[src/rtl/fnd_scan_sched.sv]
// fnd_scan_sched: six-digit seven-segment scan scheduler.
// Time-shares the segment bus with dead time, tear-free frame swap and blink.
// Ports:
//   clk, rst          clock, async active-high reset
//   i_frame_seg[41:0] {d5..d0} segment codes, d0 = [6:0]
//   i_frame_dp[5:0]   decimal point per digit
//   i_blink_mask[5:0] 1 = digit blinks
//   i_frame_vld       frame offer
//   o_frame_rdy       frame slot free
//   o_seg, o_seg_dp   drive for the lit digit
//   o_seg_enb[5:0]    common-node enables, active-low
//   o_frame_done      pulse when the last digit slot ends
module fnd_scan_sched #(
  parameter int unsigned DIGIT_CLKS   = 50000,
  parameter int unsigned DEAD_CLKS    = 500,
  parameter int unsigned BLINK_FRAMES = 250
) (
  input  logic        clk,
  input  logic        rst,
  input  logic [41:0] i_frame_seg,
  input  logic [5:0]  i_frame_dp,
  input  logic [5:0]  i_blink_mask,
  input  logic        i_frame_vld,
  output logic        o_frame_rdy,
  output logic [6:0]  o_seg,
  output logic        o_seg_dp,
  output logic [5:0]  o_seg_enb,
  output logic        o_frame_done
);

  typedef enum logic {S_BLANK, S_ON} state_t;

  state_t      state, state_nx;
  logic [31:0] cnt, cnt_nx;
  logic [2:0]  idx, idx_nx;
  logic        bound;

  logic [41:0] act_seg, pnd_seg;
  logic [5:0]  act_dp, pnd_dp;
  logic [5:0]  act_mask, pnd_mask;
  logic        phase;
  logic [31:0] frm_cnt;
  logic        xfer;

  logic [6:0]  seg_nx;
  logic        dp_nx;
  logic [5:0]  enb_nx;
  logic [5:0]  bit_ofs;

  // o_frame_rdy doubles as the inverted pending flag
  assign xfer    = i_frame_vld && o_frame_rdy;
  assign bit_ofs = {3'd0, idx_nx} * 6'd7;

  always_comb begin
    state_nx = state;
    cnt_nx   = cnt - 32'd1;
    idx_nx   = idx;
    bound    = 1'b0;
    seg_nx   = 7'd0;
    dp_nx    = 1'b0;
    enb_nx   = 6'h3f;
    unique case (state)
      S_BLANK: begin
        if (cnt == 32'd0) begin
          state_nx = S_ON;
          cnt_nx   = 32'(DIGIT_CLKS - 1);
        end
      end
      S_ON: begin
        if (cnt == 32'd0) begin
          state_nx = S_BLANK;
          cnt_nx   = 32'(DEAD_CLKS - 1);
          if (idx == 3'd5) begin
            idx_nx = 3'd0;
            bound  = 1'b1;
          end else begin
            idx_nx = idx + 3'd1;
          end
        end
      end
    endcase
    // outputs are registered, so decode from the next state
    if (state_nx == S_ON) begin
      enb_nx[idx_nx] = 1'b0;
      if (!(phase && act_mask[idx_nx])) begin
        seg_nx = act_seg[bit_ofs +: 7];
        dp_nx  = act_dp[idx_nx];
      end
    end
  end

  always_ff @(posedge clk or posedge rst) begin
    if (rst) begin
      state        <= S_BLANK;
      cnt          <= 32'(DEAD_CLKS - 1);
      idx          <= 3'd0;
      o_seg        <= 7'd0;
      o_seg_dp     <= 1'b0;
      o_seg_enb    <= 6'h3f;
      o_frame_done <= 1'b0;
    end else begin
      state        <= state_nx;
      cnt          <= cnt_nx;
      idx          <= idx_nx;
      o_seg        <= seg_nx;
      o_seg_dp     <= dp_nx;
      o_seg_enb    <= enb_nx;
      o_frame_done <= bound;
    end
  end

  always_ff @(posedge clk or posedge rst) begin
    if (rst) begin
      act_seg     <= '0;
      act_dp      <= '0;
      act_mask    <= '0;
      pnd_seg     <= '0;
      pnd_dp      <= '0;
      pnd_mask    <= '0;
      o_frame_rdy <= 1'b1;
    end else if (bound && !o_frame_rdy) begin
      act_seg     <= pnd_seg;
      act_dp      <= pnd_dp;
      act_mask    <= pnd_mask;
      o_frame_rdy <= 1'b1;
    end else if (xfer) begin
      pnd_seg     <= i_frame_seg;
      pnd_dp      <= i_frame_dp;
      pnd_mask    <= i_blink_mask;
      o_frame_rdy <= 1'b0;
    end
  end

  always_ff @(posedge clk or posedge rst) begin
    if (rst) begin
      frm_cnt <= '0;
      phase   <= 1'b0;
    end else if (bound) begin
      if (frm_cnt == 32'(BLINK_FRAMES - 1)) begin
        frm_cnt <= '0;
        phase   <= ~phase;
      end else begin
        frm_cnt <= frm_cnt + 32'd1;
      end
    end
  end

endmodule
[config.mk]
export PLATFORM = sky130hd
export DESIGN_NAME = fnd_scan_sched
export DESIGN_NICKNAME = d
export VERILOG_FILES = /design/src/rtl/fnd_scan_sched.sv
export SDC_FILE = /design/constraint.sdc
export NUM_CORES = 1
export LEC_CHECK = 0
export CAP_MARGIN = 20
export CORE_MARGIN = 2
export CORE_UTILIZATION = 23
export DETAILED_ROUTE_END_ITERATION = 16
export DONT_BUFFER_PORTS = 1
export PLACE_DENSITY = 0.4
export SYNTH_ARGS = -nofsm -noshare
export SYNTH_HDL_FRONTEND = slang
export SYNTH_SLANG_ARGS = --single-unit
[constraint.sdc]
create_clock -name clk -period 7.68 [get_ports clk]
set_input_delay 1.536 -clock clk [delete_from_list [all_inputs] [get_ports clk]]
set_output_delay 1.536 -clock clk [all_outputs]
set_load 0.03 [all_outputs]
Word level (Yosys, flattened, before mapping)
Cells that the tools add are included.
{"block": "classes", "n_shift": 1, "bitwise_logic": 4, "n_mul": 1, "reduce_logical": 9, "n_mux": 26, "n_eq_ne": 2, "order_cmp": 2, "div_mod_pow": 0, "add_sub_neg": 3}
{"op": "$mux W32", "count": 3}
{"op": "$pmux W32 S2", "count": 1}
{"op": "$shiftx A42 B7 Y7", "count": 1}
{"op": "$add A32 B1 Y32 const B", "count": 1}
{"op": "$eq A32 B8 Y1 const B", "count": 1}
{"op": "$logic_not A32 Y1", "count": 1}
{"op": "$sub A32 B1 Y32 const B", "count": 1}
{"op": "$mux W7", "count": 2}
{"op": "$mux W1", "count": 12}
{"op": "$mux W3", "count": 3}
{"op": "$bmux W1 S3", "count": 2}
{"op": "$mul A3 B3 Y6 const B", "count": 1}
{"op": "$mux W6", "count": 1}
{"op": "$not A6 Y6", "count": 1}
{"op": "$logic_and A1 B1 Y1", "count": 4}
{"op": "$lt A3 B4 Y1 const B", "count": 1}
{"op": "$reduce_and A2 Y1", "count": 2}
{"op": "$add A3 B1 Y3 const B", "count": 1}
{"op": "$demux W1 S3", "count": 1}
{"op": "$eq A3 B3 Y1 const B", "count": 1}
{"op": "$ge A3 B1 Y1 const B", "count": 1}
{"op": "$not A1 Y1", "count": 3}
{"op": "$pmux W1 S2", "count": 1}
{"op": "$reduce_bool A2 Y1", "count": 1}
{"op": "$logic_not A1 Y1", "count": 1}
{"block": "word_totals", "latchBits": 0, "romBits": 0, "n_memories": 0, "out_inout_bits": 16, "mem_bits_rw": 0, "ff_bits": 193, "input_bits": 57, "word_cells": 64}

Depth between registers and ports, before layout
{"block": "depth", "depth_word": 10, "mapped_depth": 11, "mapped_depth_nobuf": 10}

Worst setup path before layout
Ideal clock, no wire load.
{"block": "synth_timing", "kind": "reg-to-reg", "start": "register cnt[25]", "end": "register o_seg[0]", "n_path_buf": 1, "required_time_ns": 7.613, "t_arrival_ns": 3.071, "setup_time_ns": 0.067, "path_stages_with_launch": 9, "synth_period_minus_slack_ns": 3.138, "setup_slack_ns": 4.542, "cell_sequence": "dfrtp_1 > or4_1 > clkbuf_1 > or4_4 > or4_4 > mux2i_1 > a211o_1 > a41oi_1 > o31a_1"}
{"block": "synth_via", "elab_chain_len": 8, "elab_cells_between_ends": 13, "classes_between": "mul: 1; shift: 1; mux: 9; reduce/logical: 2"}
{"item": "start: declaration", "line_no": "34", "text": "logic [31:0] cnt, cnt_nx;"}
{"item": "start signal: assignment", "line_no": "95", "text": "cnt <= 32'(DEAD_CLKS - 1);"}
{"item": "start signal: assignment", "line_no": "103", "text": "cnt <= cnt_nx;"}
{"item": "$logic_not A32 Y1 *", "line_no": "64, 70"}
{"item": "branches (longest 6 deep; another with $mul A3 B3 Y6)"}
{"item": "$mux W7 *", "line_no": "83", "text": "if (state_nx == S_ON) begin"}
{"item": "named net seg_nx[0]", "line_no": "45", "text": "logic [6:0] seg_nx;"}
{"item": "end signal: assignment", "line_no": "105", "text": "o_seg <= seg_nx;"}
{"item": "end: declaration", "line_no": "25", "text": "output logic [6:0] o_seg,"}
Mark *: on every way through the listed nets, which the timed path passes. The select of a mux whose other input is x is not followed.
A chain may end at the register's enable or synchronous reset.

Worst setup path in the final report
{"block": "layout_timing", "start": "register cnt[15]", "end": "register o_seg[0]"}
Same word-level chain as after synthesis.

==> impl_metrics.json <==
{
  "ys_warn_count": 0,
  "syn_inst": 705,
  "num-nets-final": 766,
  "status": "finished, final reports clean",
  "htree_levels": 4,
  "final_cell_mix": "dfrtp_1, nand2_1, mux2_2",
  "finalInstanceArea_mm2": 0.00952,
  "hold_viol_final": 0,
  "clkTransAtPathRegs_ps": 70,
  "initial_core_util_pct": 23.5,
  "critPathLaunchType": "flip-flop",
  "synth-main-ff-cell": "dfrtp_1",
  "cts_sinks": 193,
  "swShare_pct": 21.9,
  "synth.distinct_cells": 47,
  "async_flop_share_pct": 100,
  "drt-total-wl_um": 19400,
  "die_w_um": 195,
  "worst_slew_pin_slew_ps": 940,
  "grt.total_usage_pct": 10.7,
  "cts-hold-fix-buffers": 0,
  "synth.cell_area_mm2": 0.00839,
  "finalClockSkew_ps": 12.0,
  "vias_per_cell": 4.34,
  "gp_congestion": 0.718,
  "seq_area_frac_synth_pct": 57.7,
  "clock_latency_ps": 430,
  "synth_edf_count": 0,
  "critPathRequiredTime_ps": 7990,
  "dp_hpwl_um": 13100,
  "ys_top_cells_by_area": "dfrtp_1, mux2_2, mux2_1",
  "place_inst": 1147,
  "critPathKind": "reg2reg",
  "die_h_um": 195,
  "dr.pass1.iters": 4,
  "setup_tns_ps": 0,
  "synth_mux_area_share_pct": 15.7,
  "synth_adder_area_share_pct": 0.596,
  "yosys.area_share.xor_xnor_pct": 5.53,
  "grt_pass1_wl_um": 31500,
  "cts_tree": "built",
  "die_area_mm2": 0.0380,
  "ctsResizeCount": 0,
  "clockRootBuffer": "clkbuf_16",
  "hold_ws_ps": 474,
  "final_common_cell": "dfrtp_1",
  "syn-num-nets": 766,
  "power.density_mw_per_mm2": 216,
  "crit_fanout": 17,
  "placed_area_mm2": 0.00891,
  "drtIter0Drc": 215,
  "cts_setup_buffers": 0,
  "p_switching_uw": 450,
  "rows": 69,
  "timing.fmax_mhz": 251,
  "layout.cells.non_filler": 1178,
  "p_clk_share_pct": 45.6,
  "drc": 0,
  "crit_start": "cnt[15]",
  "synth_top_area_share_pct": 53.4,
  "period_minus_slack_ps": 3990,
  "synthSimpleGateAreaFrac_pct": 14.5,
  "period_share_pct": 52.0,
  "slew_viol_final": 0,
  "synth_top_family_by_area": "multiplexers",
  "io_pins": 73,
  "end_kind": "flip-flop",
  "timing.rr.start": "cnt[15]",
  "cts_buffer_depth": 2,
  "area_growth_pct": 13.4,
  "grt-ovfl-total": 0,
  "rsz0062_at_grt": "false",
  "intPower_uw": 1610,
  "synth_compound_area_share_pct": 3.94,
  "slew_headroom_pct": 35.5,
  "p_seq_share_pct": 52.0,
  "max-cap-violations": 0,
  "setup_viol": 0,
  "vdd_drop_max_v": 0.000132,
  "cts_buffers": 17,
  "p_leak_uw": 0.00425,
  "syn-mean-instance-area_um2": 11.9,
  "drive_above_1_share_pct": 16.5,
  "avgRoutedWirePerCell_um": 16.4,
  "grt_max_degree": 130,
  "hp-start": "cnt[0]",
  "synth_largest_area_cell": "dfrtp_1",
  "grt_pass1_vias": 5427,
  "arrival_ps": 4300,
  "antenna_left": 0,
  "insertedDiodeCount": 0,
  "io_buffer_count": 0,
  "synth-seq-cells": 193,
  "via_count": 5109,
  "hold_class": "reg2reg",
  "pwr-share-comb_pct": 2.5,
  "antenna_found_initial": 6,
  "core-area_mm2": 0.0357
}
## state kept, by name, summed over array words and instances (netlist names), 6 cells and up
name	flops
frm_cnt	32
pnd_mask	6
act_mask	6
pnd_seg	42
act_seg	42
o_seg_enb	6
o_seg	7
cnt	32
pnd_dp	6
act_dp	6
## per-layer routing
layer	vias to the layer above	share of wire (%)	GRT usage, %
li1	2452	-	-
met5	-	0.29	0
met4	10	1.0	2.54
met3	26	4.8	3.49
met2	76	46	16.9
met1	2545	48	14.2
## critical path: stages, from the launching register on
cell and delay [ps]:
dfrtp_1 420, or4_1 590, nand2b_1 390, and4b_1 780, buf_4 330, nand3_1 170, mux2i_1 760, a21oi_1 100
o31a_1 310
## cell usage after synthesis, drive strengths merged (2+ instances only)
library cell,count
xnor2,33
nor3b,2
o21ai,16
nor3,16
a21oi,28
inv,15
and2,6
mux2,111
ha,4
and3,10
xor2,20
nand2,74
nand3b,2
buf,10
and4b,2
o31a,8
clkbuf,14
nor2,57
dfrtp,179
or4,8
or2,2
nand2b,6
or3,10
nor2b,5
nand3,16
dfstp,14
nor4,15
mux2i,6
nand4,8
## cell type report
type | count | area (um^2)
clock buffers | 20 | 457
clock inverters | 11 | 151
fillers | 3795 | 26200
inverters | 15 | 63.8
multi-input cells | 473 | 3380
flip-flops and latches | 193 | 4850
well taps | 461 | 577
repair buffers | 5 | 37.5
## final timing paths
kind	endpoint	slack, ps	depth (start not counted)
max	o_seg[0]	3690	8
min	cnt[0]	470	1
max reg2reg	o_seg[0]	3690	8
min reg2reg	cnt[0]	470	1
max in group asynchronous	act_seg[5]	5110	2
min in group asynchronous	pnd_mask[5]	1080	1
## kinds of logic after synthesis
family,Yosys count
AOI/OAI and AO/OA,57
xor gates and xnor gates,53
and+or+nand+nor,242
adders and majority gates,4
DFF,193
buffers and inverters,39
muxes,117
## power by group through the flow
stage | clock network (uW) | registers (uW) | logic (uW)
6_report | 937 | 1070 | 50.7
5_1_grt | 1010 | 1070 | 58.8
4_1_cts | 971 | 1070 | 53.7
3_5_place_dp | 0 | 1090 | 53.1
3_3_place_gp | 0 | 1090 | 52.4
2_1_floorplan | 0 | 1080 | 43.3
## through the flow
stage | setup WS (ps) | power, uW | util, %
6_report | 3690 | 2060 | 26.6
4_1_cts | 3570 | 2090 | 26.6
5_1_grt | 3420 | 2140 | 26.6
3_5_place_dp | 3610 | 1140 | 24.9
2_1_floorplan | 912 | 1120 | -
3_3_place_gp | 3700 | 1140 | 24.9
No activity file was read; power rests on OpenSTA's default activity.
